`config.mk`:
```
export PLATFORM = sky130hd
export DESIGN_NAME = wb_stage
export DESIGN_NICKNAME = d
export VERILOG_FILES = /design/src/rtl/wb_stage.sv
export SDC_FILE = /design/constraint.sdc
export NUM_CORES = 1
export LEC_CHECK = 0
export ABC_AREA = 0
export CORE_MARGIN = 2
export CORE_UTILIZATION = 25
export DETAILED_ROUTE_END_ITERATION = 8
export GPL_TIMING_DRIVEN = 0
export PLACE_DENSITY = 0.55
export SYNTH_ARGS = -nofsm -noshare
export SYNTH_HDL_FRONTEND = slang
export SYNTH_SLANG_ARGS = --single-unit
```
`constraint.sdc`:
```
create_clock -name clk -period 1.57 [get_ports clk]
set_input_delay 0.157 -clock clk [delete_from_list [all_inputs] [get_ports clk]]
set_output_delay 0.157 -clock clk [all_outputs]
set_load 0.005 [all_outputs]
```
`src/rtl/wb_stage.sv`:
```
// Writeback stage: registers the MEM result (load extract/extend, ALU/load/link select)
// and arbitrates the register-file write port against a one-entry multiply result buffer.
module wb_stage #(
  parameter int unsigned STARVE_LIMIT = 4
) (
  input  logic        clk,
  input  logic        rst,
  input  logic        mem_valid,
  input  logic        mem_reg_write,
  input  logic [4:0]  mem_dest,
  input  logic [1:0]  mem_wb_sel,
  input  logic [31:0] mem_alu_result,
  input  logic [31:0] mem_rdata,
  input  logic [31:0] mem_link_addr,
  input  logic [2:0]  mem_load_type,
  input  logic        md_valid,
  input  logic [4:0]  md_dest,
  input  logic [31:0] md_data,
  output logic        md_ready,
  output logic        wb_stall_req,
  output logic        rf_write_en,
  output logic [4:0]  rf_write_num,
  output logic [31:0] rf_write_data
);

  localparam logic [3:0] LIMIT = 4'(STARVE_LIMIT);

  // Handshake: a multiply result transfers on a posedge where md_valid && md_ready.
  // md_ready depends only on buffer occupancy and rst, never on md_valid.

  logic        buf_full;
  logic [4:0]  buf_dest;
  logic [31:0] buf_data;
  logic [3:0]  starve_cnt;

  logic [7:0]  ld_byte;
  logic [15:0] ld_half;
  logic [31:0] load_data;
  logic [31:0] pipe_data;
  logic        pipe_qual;
  logic        drain;
  logic        drop;
  logic        accept;

  always_comb begin
    ld_byte = mem_rdata[7:0];
    case (mem_alu_result[1:0])
      2'd0:    ld_byte = mem_rdata[7:0];
      2'd1:    ld_byte = mem_rdata[15:8];
      2'd2:    ld_byte = mem_rdata[23:16];
      default: ld_byte = mem_rdata[31:24];
    endcase
    // Halfword alignment is trapped upstream, so bit 0 of the offset is ignored.
    ld_half = mem_alu_result[1] ? mem_rdata[31:16] : mem_rdata[15:0];
    case (mem_load_type)
      3'd0:    load_data = {{24{ld_byte[7]}}, ld_byte};
      3'd1:    load_data = {24'd0, ld_byte};
      3'd2:    load_data = {{16{ld_half[15]}}, ld_half};
      3'd3:    load_data = {16'd0, ld_half};
      default: load_data = mem_rdata;
    endcase
    case (mem_wb_sel)
      2'd1:    pipe_data = load_data;
      2'd2:    pipe_data = mem_link_addr;
      default: pipe_data = mem_alu_result;
    endcase
  end

  assign pipe_qual    = mem_valid && mem_reg_write && (mem_dest != 5'd0);
  assign drain        = buf_full && !pipe_qual;
  // A younger pipe write to the same register makes the buffered result dead.
  assign drop         = buf_full && pipe_qual && (mem_dest == buf_dest);
  assign md_ready     = !buf_full && !rst;
  assign accept       = md_valid && md_ready;
  assign wb_stall_req = buf_full && (starve_cnt == LIMIT);

  always_ff @(posedge clk) begin
    if (rst) begin
      rf_write_en   <= 1'b0;
      rf_write_num  <= 5'd0;
      rf_write_data <= 32'd0;
      buf_full      <= 1'b0;
      buf_dest      <= 5'd0;
      buf_data      <= 32'd0;
      starve_cnt    <= 4'd0;
    end else begin
      if (pipe_qual) begin
        rf_write_en   <= 1'b1;
        rf_write_num  <= mem_dest;
        rf_write_data <= pipe_data;
      end else if (buf_full) begin
        rf_write_en   <= 1'b1;
        rf_write_num  <= buf_dest;
        rf_write_data <= buf_data;
      end else begin
        rf_write_en   <= 1'b0;
      end

      if (drain || drop) begin
        buf_full   <= 1'b0;
        starve_cnt <= 4'd0;
      end else if (accept && (md_dest != 5'd0)) begin
        buf_full   <= 1'b1;
        buf_dest   <= md_dest;
        buf_data   <= md_data;
        starve_cnt <= 4'd0;
      end else if (buf_full && (starve_cnt != LIMIT)) begin
        starve_cnt <= starve_cnt + 4'd1;
      end
    end
  end

endmodule

```
==> results.md, run 1 <==
- Status: finished, final reports clean
- Mux cell area share after synthesis: 8.18%
- Cell count after synthesis: 558
- Multi-input logic area: 3060 um2
- Critical path origin: mem_dest[4]
- Crit start category: input port
- Site row count: 49
- VDD IR max: 0.490 mV
- Layout fillers: 1780
- Average size of a mapped cell: 8.36 um2
- Rel. slew slack: 44.4%
- Detail Route Antenna Nets: 0
- Leak pwr: 0.00293 uW
- Worst hold path class: in2reg
- Syn nets: 710
- Worst Skew: 4.99 ps
- Layout area overhead: 66.7%
- CP max FO: 10
- Final setup violation count: 0
- Initial Util: 25.7%
- Slew Viols, Final: 0
- Worst skew pair latency: 350 ps
- RSZ-0062 raised after global routing: false
- Vias per inst: 5.27
- Register area: 1600 um2
- Post-synth top area cell: dfxtp_1
- IO Pins: 188
- Critical Path End Type: flop
- Hold Vio Cnt, Final: 0
- Most frequent cells in the layout: clkdlybuf4s50_1, nand2_1, dfxtp_1, a21oi_1, mux2i_1
- Max-cap violation count: 0
- Commonest non-fill, non-tap cell in the layout: clkdlybuf4s50_1
- Initial antenna violation count: 0
- Clock sink count: 80
- WS Path Type: in2reg
- Post-synth EDFFs: 0
- Inserted Clock Buffers: 9
- Synth Area in Adders: 1.07%
- DP Worst Slack: -898 ps
- GRT Util Overall: 21.7%
- Post-Syn Area: 4660 um2
- Fmax: 660 MHz
- Hold_ws: 107 ps
- Final TNS setup: 0 ps
- PwrDens: 799 nW/um2
- Main combinational cell family by area after synthesis: compound AO/OA/AOI/OAI gates
- Non-filler cells, final: 1006
- Die footprint: 19800 um2
- Synth async-reset ratio: 0%
- Wire per inst: 21.5 um
- Antenna cells: 0
- Core area: 18100 um2
- Register bit total from synthesis: 80
- Drt pass-1 iters: 5
- Residual DRC: 0
- Worst setup margin: 55.2 ps
- Main synth FF type: dfxtp_1
- Via count: 5300
- Largest net degree at the start of global routing: 15
- Final Cycle Share: 96.5%
- Final HPWL DP: 16400 um
- Yosys warns: 0
- PortBufs: 185
- Minimum clock period: 1510 ps
- Worst Tran Pin Value: 834 ps
- Worst r2r src: starve_cnt[0]$_SDFFE_PP0P_
- Iter 0 DRT Violations: 330
- Req. time, crit path: 1770 ps
- Nets@finish: 924
- Placed insts: 972
- Simple-Gate Fraction of Synth Area: 15.6%
- Synth Area in XOR/XNOR: 1.50%
- Total grt overflow: 0
- CTS tree: built
- Reg clk slew, reported paths: 60 ps
- Share of cells above drive strength 1: 23.6%
- Chip height: 141 um
- Worst hold start: md_dest[1]
- Yosys cell types: 53
- Drt total wl: 21700 um
- Register area share after synthesis: 34.3%
- Arrival @ worst endpoint: 1710 ps
- Compound-Gate Fraction of Synth Area: 32.4%
- RD Place Congestion: 0.888
- Clk root buf: clkbuf_16
- Deepest clock path buffer count: 2
- First-pass GRT wire length: 32300 um
- Die W: 141 um
- Synth area leaders: dfxtp_1, nand2_1, a21oi_1
- CTS Hold Bufs: 0
- Top cell type's share of synthesized area: 34.3%
- Vias in the first global route: 5419
- H-tree Lvls: 3
area by class of cell:
type / count / share of cell area, %
Inverter: 17 / 0.837
Multi-Input combinational cell: 414 / 39.3
Tap cell: 229 / 3.69
Buffer: 47 / 5.50
Clock buffer: 10 / 3.07
Sequential cell: 80 / 20.6
Clock inverter: 6 / 0.853
Timing Repair Buffer: 203 / 26.1
worst max-delay path: stages:
cell and delay (ps):
buf_2 120, or4_4 570, o211a_4 300, buf_6 170, a21oi_2 310, a211oi_1 90
logic make-up (layout without fill, tap and decap cells):
kind of cell    count (synthesis)  in the layout
mux                            36             36
buf+inv                        64            283
compound gates                197            197
flops                          80             80
fa+ha+maj                       4              4
simple gates                  169            169
xor+xnor                        8              8
flip-flops by register name (all words and copies together), names as in the netlist:
signal         cells
starve_cnt         4
buf_dest           5
rf_write_data     32
buf_data          32
rf_write_en        1
rf_write_num       5
buf_full           1
metal layers:
metal	vias to the layer above	routed length [um]	global-route usage, %
met3	38	1300	3.87
li1	2503	-	-
met2	226	10000	35.0
met1	2533	9770	29.1
met4	0	544	7.68
met5	-	0	0
Yosys cell counts, drive strengths merged (4+ instances only):
master / n
a211oi: 15
a21o: 16
a21oi: 61
a221oi: 37
a31oi: 10
buf: 26
clkbuf: 21
dfxtp: 80
ha: 4
inv: 15
mux2: 7
mux2i: 28
nand2: 108
nand2b: 9
nand3: 6
nor2: 15
nor2b: 9
nor3: 18
o211a: 8
o211ai: 6
o21ai: 20
xnor2: 4
xor2: 4
power by group:
| group | internal [uW] | total (uW) | switching [uW] |
|---|---|---|---|
| registers | 2160 | 2250 | 87.2 |
| clock network | 1280 | 2200 | 920 |
| logic | 921 | 1760 | 839 |
| total | 4360 | 6210 | 1850 |
metrics by stage:
| stage | power (uW) | instance area (um2) | util, % |
|---|---|---|---|
| 3_3_place_gp | 3820 | 6870 | 37.8 |
| 5_1_grt | 6470 | 7770 | 42.8 |
| 4_1_cts | 6180 | 7620 | 42.0 |
| 6_report | 6210 | 7770 | 42.8 |
| 2_1_floorplan | 2970 | 4730 | - |
| 3_5_place_dp | 3830 | 6870 | 37.8 |
worst paths after layout:
kind | end | slack, ps | depth (start not counted)
setup reg to reg | starve_cnt[3]$_SDFFE_PP0P_ | 90 | 6
hold / removal | buf_dest[1]$_SDFFE_PP0P_ | 110 | 3
setup / recovery | buf_full$_SDFFE_PP0P_ | 60 | 6
hold reg to reg | buf_data[22]$_SDFFE_PP0P_ | 460 | 2
timing repair:
item / in CTS / in global routing
setup buffers: 11 / 3
gates cloned: 3 / 1
pin swaps: 11 / 36
gates resized for setup: 123 / 52
endpoints found under the setup margin: 82 / 76
(Power assumes the default switching activity.)
==> run 2, diff against run 1 <==
--- a/config.mk
+++ b/config.mk
@@ -6,7 +6,6 @@
 export NUM_CORES = 1
 export LEC_CHECK = 0
 export ABC_AREA = 0
-export CORE_MARGIN = 2
 export CORE_UTILIZATION = 25
 export DETAILED_ROUTE_END_ITERATION = 8
 export GPL_TIMING_DRIVEN = 0
==> results.md, run 2 (same netlist as run 1, synthesis figures left out) <==
- Nets@finish: 926 (+0.22%)
- Detail Route Antenna Nets: 0 (unchanged)
- Worst Tran Pin Value: 783 ps (-50.3 ps)
- Slowest CP cell: dfxtp_2
- Failing checks: DRC
- Status: finished with violations
- Die footprint: 19200 um2 (-2.8%)
- Die W: 139 um (-1.4%)
- Crit-path leading delay family: buffers and inverters
- Post-layout util: 42.9% (about the same)
- RR Endpoint: rf_write_data[0]$_SDFFE_PP0P_
- Via count: 5254 (-0.87%)
- Total chip power: 6050 uW (-2.5%)
- Deepest clock path buffer count: 2 (unchanged)
- Hold Crit Depth: 3 (unchanged)
- Final HPWL DP: 16700 um (+1.3%)
- Drt total wl: 21800 um (+0.69%)
- Minimum clock period: 1530 ps (+16.3 ps)
- RSZ-0062 raised after global routing: true
- Worst reg-to-reg setup slack: 40 ps (-50 ps)
- Largest net degree at the start of global routing: 14 (-1)
- H-tree Lvls: 3 (unchanged)
- DP Worst Slack: -932 ps (-34.5 ps)
- Chip height: 139 um (-1.4%)
- Inserted Clock Buffers: 9 (unchanged)
- IO Pins: 188 (unchanged)
- Reg clk slew, reported paths: 60 ps (about the same)
- Vias in the first global route: 5480 (+1.1%)
- Slew Viols, Final: 0 (unchanged)
- Worst hold start: md_dest[4]
- Arrival @ worst endpoint: 1770 ps (+60 ps)
- WS Path Type: reg2reg
- WP buf/inv: 2 (unchanged)
- Fmax: 653 MHz (-1.1%)
- Clock sink count: 80 (unchanged)
- Vias per inst: 5.21 (-1.1%)
- Worst Skew: 6.47 ps (+1.48 ps)
- Worst r2r src: buf_full$_SDFFE_PP0P_
- First-pass GRT wire length: 32800 um (+1.4%)
- Final setup violation count: 0 (unchanged)
- PortBufs: 185 (unchanged)
- Core area: 18100 um2 (unchanged)
- Crit start category: flop
- Non-filler cells, final: 1008 (+0.20%)
- Layout area overhead: 66.8% (about the same)
- Residual DRC: 14 (+14)
- WHS Endpoint: buf_dest[4]$_SDFFE_PP0P_
- Worst hold path class: in2reg
- Wire per inst: 21.6 um (+0.49%)
- Antenna cells: 0 (unchanged)
- Worst path cell trace: clkbuf_4 > clkbuf_4 > mux2i_1 > o32ai_1
- Worst path max stage delay: 390 ps (-180 ps)
- Critical Path End Type: flop
- Final Cycle Share: 97.5% (+1.0 points)
- VDD IR max: 0.508 mV (+3.8%)
- GRT Util Overall: 23.0% (+1.4 points)
- Placed insts: 972 (unchanged)
- Share of cells above drive strength 1: 22.0% (-1.6 points)
- Worst skew pair latency: 350 ps (about the same)
- Iter 0 DRT Violations: 327 (-0.91%)
- RD Place Congestion: 0.868 (-2.3%)
- Initial Util: 25.7% (unchanged)
- Initial antenna violation count: 0 (unchanged)
- Req. time, crit path: 1800 ps (+30 ps)
- CP max FO: 10 (unchanged)
- Site row count: 49 (unchanged)
- PwrDens: 778 nW/um2 (-2.6%)
- CTS tree: built
- Max-cap violation count: 0 (unchanged)
- Most frequent cells in the layout: clkdlybuf4s50_1, nand2_1, dfxtp_1, a21oi_1, a221oi_2
- Worst Reg2Reg Path Length in Cells: 4 (-2)
- Clk root buf: clkbuf_16
- Leak pwr: 0.00296 uW (+1.1%)
- Commonest non-fill, non-tap cell in the layout: clkdlybuf4s50_1
- Crit-path most repeated cell: clkbuf_4
- Layout fillers: 1822 (+2.4%)
- Hold Vio Cnt, Final: 0 (unchanged)
- Rel. slew slack: 47.8% (+3.4 points)
- Total grt overflow: 0 (unchanged)
- Largest regs: buf_data (32), rf_write_data (32)
- Worst setup margin: 38.8 ps (-16.3 ps)
- Drt pass-1 iters: 7 (+2)
## run 2: timing repair
action                                  in CTS  in global routing
endpoints found under the setup margin      82                 74
pin swaps                                   18                 14
buffers inserted                             9                  5
hold buffers                                 0                  0
cloned                                       4                  2
resized for setup                          120                 44
## run 2: worst max path at each step
stage / startpoint / to / depth (start not counted)
floorplan: mem_alu_result[1] / rf_write_data[11]$_SDFFE_PP0P_ / 6
global placement: mem_wb_sel[0] / rf_write_data[6]$_SDFFE_PP0P_ / 9
detailed placement: mem_wb_sel[0] / rf_write_data[6]$_SDFFE_PP0P_ / 9
CTS: buf_full$_SDFFE_PP0P_ / md_ready / 2
global route: mem_wb_sel[1] / rf_write_data[30]$_SDFFE_PP0P_ / 8
finish: buf_full$_SDFFE_PP0P_ / rf_write_data[0]$_SDFFE_PP0P_ / 4
## run 2: layout make-up
type | instances | area (um2) | share of cell area (%)
multi-input cells | 414 | 3020 | 38.8
repair buffers | 205 | 2060 | 26.5
flip-flops and latches | 80 | 1600 | 20.6
plain buffers | 47 | 459 | 5.90
well taps | 229 | 287 | 3.68
clock buffers | 11 | 253 | 3.25
inverters | 17 | 65.1 | 0.836
clock inverters | 5 | 31.3 | 0.402
## run 2: stage by stage
stage / area [um2] / hold slack (ps) / setup TNS (ps)
floorplan: 4730 / 293 / -134
global placement: 6870 / 444 / -54790
detailed placement: 6870 / 447 / -56640
CTS: 7640 / 143 / -177
global route: 7780 / 137 / -35.1
finish: 7780 / 114 / 0
## run 2: worst min-delay path: stages
cell	delay, ps
dlymetal6s2s_1	130
nand2_1	70
a21oi_1	50
## run 2: metal layers
layer  GRT usage, %  vias up  wire length, um
met4           8.75        0              651
met2           37.7      221             9980
met5              0        -                0
met1           29.7     2501             9820
met3           4.73       37             1350
li1               -     2495                -
## run 2: power breakdown
group | switching, uW | internal, uW | leakage, uW
combinational | 838 | 937 | 0.00216
sequential | 93.7 | 2160 | 0.000656
clock | 872 | 1150 | 0.000141
